`src/rtl/max_pool_pkg.sv`:
```
// Shared types for the max-pool layer pair: FSM state, gradient word, sizing helper.
package max_pool_pkg;

  typedef enum logic [1:0] {IDLE, LOAD, EMIT} state_t;

  localparam int GRAD_W = 16;
  typedef logic signed [GRAD_W-1:0] grad_t;

  // $clog2 that never returns 0, so single-entry counters still get a bit.
  function automatic int clog2_min1(input int n);
    return (n <= 2) ? 1 : $clog2(n);
  endfunction

endpackage

```
`src/rtl/max_pool_idx_ram.sv`:
```
// Argmax offset store: one window offset per pooled position, cleared on reset.
// Single write port, combinational read port.
module max_pool_idx_ram #(
  parameter int DEPTH = 4,
  parameter int AW    = 2,
  parameter int IDXW  = 2
) (
  input  logic            clk,
  input  logic            rst,
  input  logic            we,
  input  logic [AW-1:0]   waddr,
  input  logic [IDXW-1:0] wdata,
  input  logic [AW-1:0]   raddr,
  output logic [IDXW-1:0] rdata
);

  logic [IDXW-1:0] mem [DEPTH];

  always_ff @(posedge clk or posedge rst) begin
    if (rst) begin
      for (int i = 0; i < DEPTH; i++) mem[i] <= '0;
    end else if (we && 32'(waddr) < DEPTH) begin
      mem[waddr] <= wdata;
    end
  end

  assign rdata = (32'(raddr) < DEPTH) ? mem[raddr] : '0;

endmodule

```
`src/rtl/max_unpool_grad_stream.sv`:
```
// Max-pool backward pass: buffers one pooled row of gradients, then expands it to
// STRIDE input rows routing each gradient to its argmax. Optional: MAX_UNPOOL_PROTO_CHK_EN.
module max_unpool_grad_stream
  import max_pool_pkg::*;
#(
  parameter int WIDTH  = 16,
  parameter int STRIDE = 2,
  parameter int IN_W   = 32,
  parameter int IN_H   = 32,
  parameter int OUT_W  = IN_W / STRIDE,
  parameter int OUT_H  = IN_H / STRIDE,
  parameter int IDXW   = clog2_min1(STRIDE * STRIDE),
  parameter int AW     = clog2_min1(OUT_W * OUT_H)
) (
  input  logic                    clk,
  input  logic                    rst,
  input  logic                    idx_we,
  input  logic [AW-1:0]           idx_addr,
  input  logic [IDXW-1:0]         idx_data,
  input  logic                    g_in_valid,
  output logic                    g_in_ready,
  input  logic signed [WIDTH-1:0] g_in_data,
  input  logic                    g_in_last,
  output logic                    g_out_valid,
  input  logic                    g_out_ready,
  output logic signed [WIDTH-1:0] g_out_data,
  output logic                    g_out_last,
  output logic                    busy
`ifdef MAX_UNPOOL_PROTO_CHK_EN
  ,output logic                   proto_err
`endif
);

  localparam int CLW = clog2_min1(OUT_W);
  localparam int PRW = clog2_min1(OUT_H);
  localparam int SRW = clog2_min1(STRIDE);
  localparam int CW  = clog2_min1(IN_W);

  state_t                  state;
  logic [CLW-1:0]          col;
  logic [PRW-1:0]          prow;
  logic [SRW-1:0]          sr;
  logic [CW-1:0]           c;
  logic signed [WIDTH-1:0] gbuf [OUT_W];
  logic [IDXW-1:0]         ibuf [OUT_W];

  logic [AW-1:0]   rd_addr;
  logic [IDXW-1:0] rd_idx;
  logic [CLW-1:0]  slot;
  logic [31:0]     off;
  logic            in_fire, out_fire, row_full, last_prow;

  assign in_fire   = g_in_valid & g_in_ready;
  assign out_fire  = g_out_valid & g_out_ready;
  assign row_full  = (32'(col) == OUT_W - 1);
  assign last_prow = (prow == PRW'(OUT_H - 1));
  assign rd_addr   = AW'(32'(prow) * OUT_W + 32'(col));

  max_pool_idx_ram #(.DEPTH(OUT_W * OUT_H), .AW(AW), .IDXW(IDXW)) u_idx_ram (
    .clk   (clk),
    .rst   (rst),
    .we    (idx_we && state == IDLE),
    .waddr (idx_addr),
    .wdata (idx_data),
    .raddr (rd_addr),
    .rdata (rd_idx)
  );

  // Output word is decoded from registered row buffers and position counters.
  assign slot        = CLW'(32'(c) / STRIDE);
  assign off         = 32'(sr) * STRIDE + 32'(c) % STRIDE;
  assign g_out_data  = (g_out_valid && 32'(ibuf[slot]) == off) ? gbuf[slot] : '0;
  assign g_out_last  = g_out_valid && last_prow && sr == SRW'(STRIDE - 1) && c == CW'(IN_W - 1);

  always_ff @(posedge clk or posedge rst) begin
    if (rst) begin
      state       <= IDLE;
      col         <= '0;
      prow        <= '0;
      sr          <= '0;
      c           <= '0;
      g_in_ready  <= 1'b1;
      g_out_valid <= 1'b0;
      busy        <= 1'b0;
      for (int i = 0; i < OUT_W; i++) begin
        gbuf[i] <= '0;
        ibuf[i] <= '0;
      end
    end else begin
      case (state)
        // IDLE shares the load path: col and prow are already 0 there.
        IDLE, LOAD: begin
          if (in_fire) begin
            gbuf[col] <= g_in_data;
            ibuf[col] <= rd_idx;
            busy      <= 1'b1;
            if (row_full) begin
              col         <= '0;
              sr          <= '0;
              c           <= '0;
              state       <= EMIT;
              g_in_ready  <= 1'b0;
              g_out_valid <= 1'b1;
            end else begin
              col   <= col + 1'b1;
              state <= LOAD;
            end
          end
        end
        EMIT: begin
          if (out_fire) begin
            if (c == CW'(IN_W - 1)) begin
              c <= '0;
              if (sr == SRW'(STRIDE - 1)) begin
                sr          <= '0;
                g_in_ready  <= 1'b1;
                g_out_valid <= 1'b0;
                if (last_prow) begin
                  prow  <= '0;
                  state <= IDLE;
                  busy  <= 1'b0;
                end else begin
                  prow  <= prow + 1'b1;
                  state <= LOAD;
                end
              end else begin
                sr <= sr + 1'b1;
              end
            end else begin
              c <= c + 1'b1;
            end
          end
        end
        default: state <= IDLE;
      endcase
    end
  end

`ifdef MAX_UNPOOL_PROTO_CHK_EN
  always_ff @(posedge clk or posedge rst) begin
    if (rst) proto_err <= 1'b0;
    else if (in_fire && (g_in_last != (row_full && last_prow))) proto_err <= 1'b1;
  end
`else
  logic unused_last;
  assign unused_last = g_in_last;
`endif

endmodule

```
`config.mk`:
```
export PLATFORM = sky130hd
export DESIGN_NAME = max_unpool_grad_stream
export DESIGN_NICKNAME = d
export VERILOG_FILES = /design/src/rtl/max_pool_pkg.sv /design/src/rtl/max_pool_idx_ram.sv /design/src/rtl/max_unpool_grad_stream.sv
export SDC_FILE = /design/constraint.sdc
export NUM_CORES = 2
export LEC_CHECK = 0
export BUFFER_PORTS_ARGS = -buffer_cell sky130_fd_sc_hd__buf_2
export CAP_MARGIN = 20
export CORE_MARGIN = 2
export CORE_UTILIZATION = 65
export DETAILED_ROUTE_END_ITERATION = 8
export GPL_TIMING_DRIVEN = 0
export HOLD_SLACK_MARGIN = 0.02
export PLACE_DENSITY_LB_ADDON = 0.3
export SYNTH_ARGS = -nofsm -noshare
export SYNTH_HDL_FRONTEND = slang
export SYNTH_HIERARCHICAL = 1
export SYNTH_SLANG_ARGS = --single-unit
```
`constraint.sdc`:
```
create_clock -name clk -period 30.6 [get_ports clk]
set_input_delay 1.53 -clock clk [delete_from_list [all_inputs] [get_ports clk]]
set_output_delay 1.53 -clock clk [all_outputs]
set_load 0.005 [all_outputs]
```
# After elaboration in Yosys (flattened, before gate mapping)
# Cells that the tools add are included.
# Widths: inputs -> output; s select.
[totals] register_bits=819 input_bits=32 wordCells=398 out_inout_bits=20
[op_classes] n_reduce_logical=17 n_mux=55 magnitude_cmp=6 n_addsub=6 bitwise=6 n_eq_ne=12
[op_table] cell="$bwmux 512" n=1
[op_table] cell="$bwmux 256" n=1
[op_table] cell="$bmux 16 s4" n=1
[op_table] cell="$demux 16 s4" n=1
[op_table] cell="$mux 16" n=4
[op_table] cell="$bwmux 32" n=1
[op_table] cell="$mux 2" n=11
[op_table] cell="$mux 5" n=4
[op_table] cell="$mux 1" n=19
[op_table] cell="$ge 9x9->1 const B" n=2
[op_table] cell="$not 8->9" n=2
[op_table] cell="$bmux 2 s8" n=1
[op_table] cell="$demux 2 s8" n=1
[op_table] cell="$ne 2x2->1 const B" n=6
[op_table] cell="$reduce_and 4->1" n=3
[op_table] cell="$reduce_and 6->1" n=2
[op_table] cell="$ge 5x5->1 const B" n=2
[op_table] cell="$not 4->5" n=2
[op_table] cell="$pmux 5 s2" n=1
[op_table] cell="$lt 9x1->1 const B" n=1
[op_table] cell="$add 4x1->4 const B" n=2
[op_table] cell="$add 8x4->8" n=1
[op_table] cell="$bmux 2 s4" n=1
[op_table] cell="$demux 2 s4" n=1
[op_table] cell="19 further kinds" n=31

# Logic depth before layout (Yosys ltp)
[logic_depth] ltp_word=7 depth_mapped=13 depth_no_buf=7

# Hierarchy
# The synthesis kept the hierarchy.
[modules_own_cells] module="max_pool_idx_ram" area_per_inst_um2=24911.4 instances=1 cells_each=1881
[modules_own_cells] module="max_unpool_grad_stream" area_per_inst_um2=14216.1 instances=1 cells_each=905

# Least setup slack after synthesis
# Ideal clock, no wire load.
[synth_timing] kind="reg2out" from="register c[1]" to="output port g_out_data[2]" stages_incl_launch_ff=6 slack_ns=27.051 arrival_time_ns=2.019 path_cell_list="dfrtp_1 buf_4 buf_2 mux4_2 mux4_2 nor3b_2"
[synth_via] elab_chain_len=7 elab_cells_between_ends=10 cone_classes="eq/ne (1); mux (7); bitwise (1); reduce/logical (1)"
[synth_rtl] element="from (decl)" line="max_unpool_grad_stream.sv:43" rtl="logic [CW-1:0] c;"
[synth_rtl] element="from (signal assigned)" line="max_unpool_grad_stream.sv:130" rtl="c <= c + 1'b1;"
[synth_rtl] element="$not 4->5 (not written as such) (*)" line="max_unpool_grad_stream.sv:72" rtl="assign g_out_data = (g_out_valid && 32'(ibuf[slot]) == off) ? gbuf[slot] : '0;"
[synth_rtl] element="$bmux 2 s4" line="max_unpool_grad_stream.sv:72"
[synth_rtl] element="$mux 2 (not written as such) (2 in a row)" line="max_unpool_grad_stream.sv:72"
[synth_rtl] element="$eq 2x3->1" line="max_unpool_grad_stream.sv:72"
[synth_rtl] element="$logic_and 1x1->1" line="max_unpool_grad_stream.sv:72"
[synth_rtl] element="$mux 16 (*)" line="max_unpool_grad_stream.sv:72"
[synth_rtl] element="to (decl)" line="max_unpool_grad_stream.sv:26" rtl="output logic signed [WIDTH-1:0] g_out_data,"
# Every way passes the cells marked *; elsewhere a longest branch is shown, timed or not. The select of a mux whose other input is x is not followed.

# Final worst setup path
[layout_timing] from="register c[2]" to="output port g_out_data[9]"
# Same word-level chain as after synthesis.

==> summary.md <==
| Metric | Value |
|---|---|
| Layout cells sized above 1 | `0.421` |
| Num CTS Buffers | `between 80 and 90` |
| Reg power frac | `0.433` |
| # rows | `89` |
| Via count | `25,200` |
| Synthesized cell area | `39,100 sq um` |
| Fin Setup TNS | `0 ps` |
| Postcts setup bufs | `0` |
| Setup crit end kind | `output port` |
| Die height | `249 um` |
| Die X | `approximately 250 um` |
| Commonest cells post-synth | `dfrtp_1, mux2_2, nand2_1, clkbuf_1, mux4_2` |
| Clock latency on the worst-skew pair | `650 ps` |
| CTS tree | `yes` |
| Post-cts sizing count | `0` |
| Share of the synthesized area in the top cell type | `0.523` |
| Max cap viols | `0` |
| Port Buffers | `between 40 and 50` |
| Syn nets | `2,825` |
| Metal3 WL | `8590 um` |
| Sequential share of the synthesized area | `0.524` |
| Clock root cell | `clkbuf_16` |
| Final cell count without fillers | `3,772` |
| Setup slack after layout | `~26,000 ps` |
| CTS Sinks | `819` |
| Fin. Hold Viols | `0` |
| Core ar. | `59,200 sq um` |
| Initial antenna violation count | `2` |
| DRC viols | `0` |
| Post-synth top area cell | `dfrtp_1` |
| M1 wire length | `38,500 um` |
| Util after Layout | `0.733` |
| Avg WL per Cell | `27.5 um` |
| Avg Cell Area, Syn | `14.0 sq um` |
| Internal | `0.00189 W` |
| Htree depth | `3` |
| First-pass iteration count of the detailed router | `7` |
| Dpl cells | `3,616` |
| Number of vias per cell | `between 6 and 7` |
| Final GP Congestion | `0.952` |
| Multi-input gate area | `17,400 sq um` |
| Crit path time final | `5010 ps` |
| GRT Resource Usage Total | `0.340` |
| Post-synth ARST share | `1.00` |
| RSZ-0062 raised after global routing | `false` |
| Pleak | `21.4 nW` |
| Pin count of the biggest net entering global routing | `between 100 and 150` |
| CP arrival | `3480 ps` |
| Synth Instances | `2,786` |
| Logic pwr share | `0.163` |
| Hold crit path type | `reg -> reg` |
| Sw Ratio | `0.276` |
| Worst Skew | `just under 30 ps` |
| Global-route wire length before repair | `160,000 um` |
| Top-Level Pins | `52` |
| Final critical-path share of the clock period | `0.164` |
| Yosys reg bits | `819` |
| WP data required | `29,070 ps` |
| Layout area overhead | `11.0%` |
| Fillers | `3,650` |
| Power Density | `around 60 nW/um^2` |
| Total Die Area | `between 60,000 and 70,000 sq um` |
| Worst-path clk slew | `~60 ps` |
| Fmax | `~200 MHz` |
| Number of synthesized flops with an enable pin | `0` |
| Worst Tran Pin Value | `1280 ps` |
| Count leader, synth | `dfrtp_1` |
| Worst-path maximum fanout | `10` |
| NumNets Final | `2,970` |
| Net switching power | `0.000720 W` |
| Initial DRC Count | `2,205` |
| Post-synthesis cell type count | `73` |
| Worst slew margin | `0.149` |
| Vias in the first global route | `about 27,000` |
| Top cells by area in the synthesized netlist | `dfrtp_1, mux2_2, mux4_2, mux2i_1, nand2_1` |
| Worst Setup Start Kind | `flip-flop` |
| GR Overflow Total | `0` |
| Run status | `finished clean` |
| CP Class | `reg -> out` |
| Total Wirelength | `between 100,000 and 150,000 um` |
| Initial Utilization | `0.660` |
| Top Layer Used | `met4` |
| Setup-failing EPs final | `0` |
| Pre-CTS WS | `approximately 26,000 ps` |
| Bufs on Longest Clock Path | `3` |
| VDD IR max | `~46 uV` |
| Storage cell area | `20,500 sq um` |
| Final Hold Slack | `494 ps` |
| Met2 routed WL | `50,700 um` |
| Top_reg_cell synth | `dfrtp_1` |
| Post-DP HPWL | `between 70,000 and 80,000 um` |
| CTS Hold Bufs | `0` |
| Ys Warns | `6` |
| Clock share of power | `0.404` |
| Number of max-slew violations in the final report | `0` |
| ANT nets after route | `0` |
-- per-layer routing --
| layer | global-route usage | vias to the layer above |
|---|---|---|
| met4 | 0.173 | 0 |
| met5 | 0 | - |
| li1 | - | 10500 |
| met1 | 0.426 | 13200 |
| met3 | 0.0730 | 363 |
| met2 | 0.561 | 1174 |
-- worst max-delay path, cell delays in order (launching register included) --
cell       delay [ps]
dfrtp_1           410
buf_2             320
clkbuf_1          780
mux4_2            410
o32ai_1            90
a2111oi_1         610
buf_2             220
-- power by group through the flow --
| stage | Clock (W) | Sequential (W) | Combinational, W |
|---|---|---|---|
| floorplan | 0 | 0.00114 | 0.000293 |
| global placement | 0 | 0.00115 | 0.000409 |
| detailed placement | 0 | 0.00115 | 0.000421 |
| CTS | 0.00107 | 0.00113 | 0.000423 |
| global route | 0.00111 | 0.00113 | 0.000447 |
| finish | 0.00106 | 0.00113 | 0.000427 |
-- final timing paths --
path	end	slack [ps]	start	depth (start not counted)
hold / removal	u_idx_ram/mem[219]	490	u_idx_ram/mem[219]	1
setup / recovery	g_out_data[9]	25590	c[2]	6
max in group asynchronous	u_idx_ram/mem[321]	27720	rst	4
min in group asynchronous	ibuf[23]	930	rst	2
hold reg to reg	u_idx_ram/mem[219]	490	u_idx_ram/mem[219]	1
setup reg to reg	ibuf[7]	26250	col[3]	10
-- per-stage QoR --
stage / power (W) / area (sq um)
6_report: 0.00261 / 43400
2_1_floorplan: 0.00144 / 39100
4_1_cts: 0.00262 / 43400
3_5_place_dp: 0.00157 / 40500
3_3_place_gp: 0.00156 / 40300
5_1_grt: 0.00269 / 43400
-- flip-flops by register name, indices dropped and copies added (netlist names) --
| name | count |
|---|---|
| u_idx_ram/mem | 512 |
| gbuf | 256 |
| ibuf | 32 |
| c | 5 |
| col | 4 |
| prow | 4 |
| state | 2 |
| busy | 1 |
| g_in_ready | 1 |
| g_out_valid | 1 |
| sr | 1 |
-- final cells by class --
cell class,instances,area share
antenna,1,0.0000576
buffer,231,0.0277
clock buffer,123,0.0577
clock inverter,30,0.00836
inverter,15,0.00164
multi-input combinational,1721,0.400
sequential,819,0.472
tap,773,0.0223
timing repair buffer,59,0.0101
-- cells by family (layout without fill, tap and decap cells) --
logic type | after synthesis | count (layout) | synth area share
AND/OR/NAND/NOR | 480 | 480 | 0.0570
XOR/XNOR | 5 | 5 | 0.00112
AO/OA/AOI/OAI | 129 | 129 | 0.0251
other | 0 | 1 | 0
multiplexers | 1100 | 1100 | 0.358
buffers and inverters | 246 | 458 | 0.0322
adder cells (fa/ha/maj) | 7 | 7 | 0.00224
flip-flops | 819 | 819 | 0.524
-- cell usage in the layout, fill, tap and decap left out, drive strengths merged, types with 4 or more instances in the layout --
| cell | count |
|---|---|
| ha | 7 |
| mux2i | 129 |
| and3 | 18 |
| mux2 | 815 |
| o221ai | 8 |
| a21oi | 7 |
| nor2b | 7 |
| and2 | 6 |
| o21ai | 17 |
| o32ai | 5 |
| a31oi | 9 |
| nand3 | 35 |
| inv | 16 |
| xnor2 | 4 |
| mux4 | 156 |
| o22ai | 44 |
| a32oi | 4 |
| nor2 | 53 |
| clkinv | 19 |
| nand2b | 14 |
| nor3 | 19 |
| nor3b | 15 |
| nor4 | 8 |
| buf | 144 |
| a221oi | 7 |
| bufinv | 7 |
| clkbuf | 268 |
| a2111oi | 8 |
| nand2 | 283 |
| dfrtp | 818 |
No activity file was read; power rests on OpenSTA's default activity.
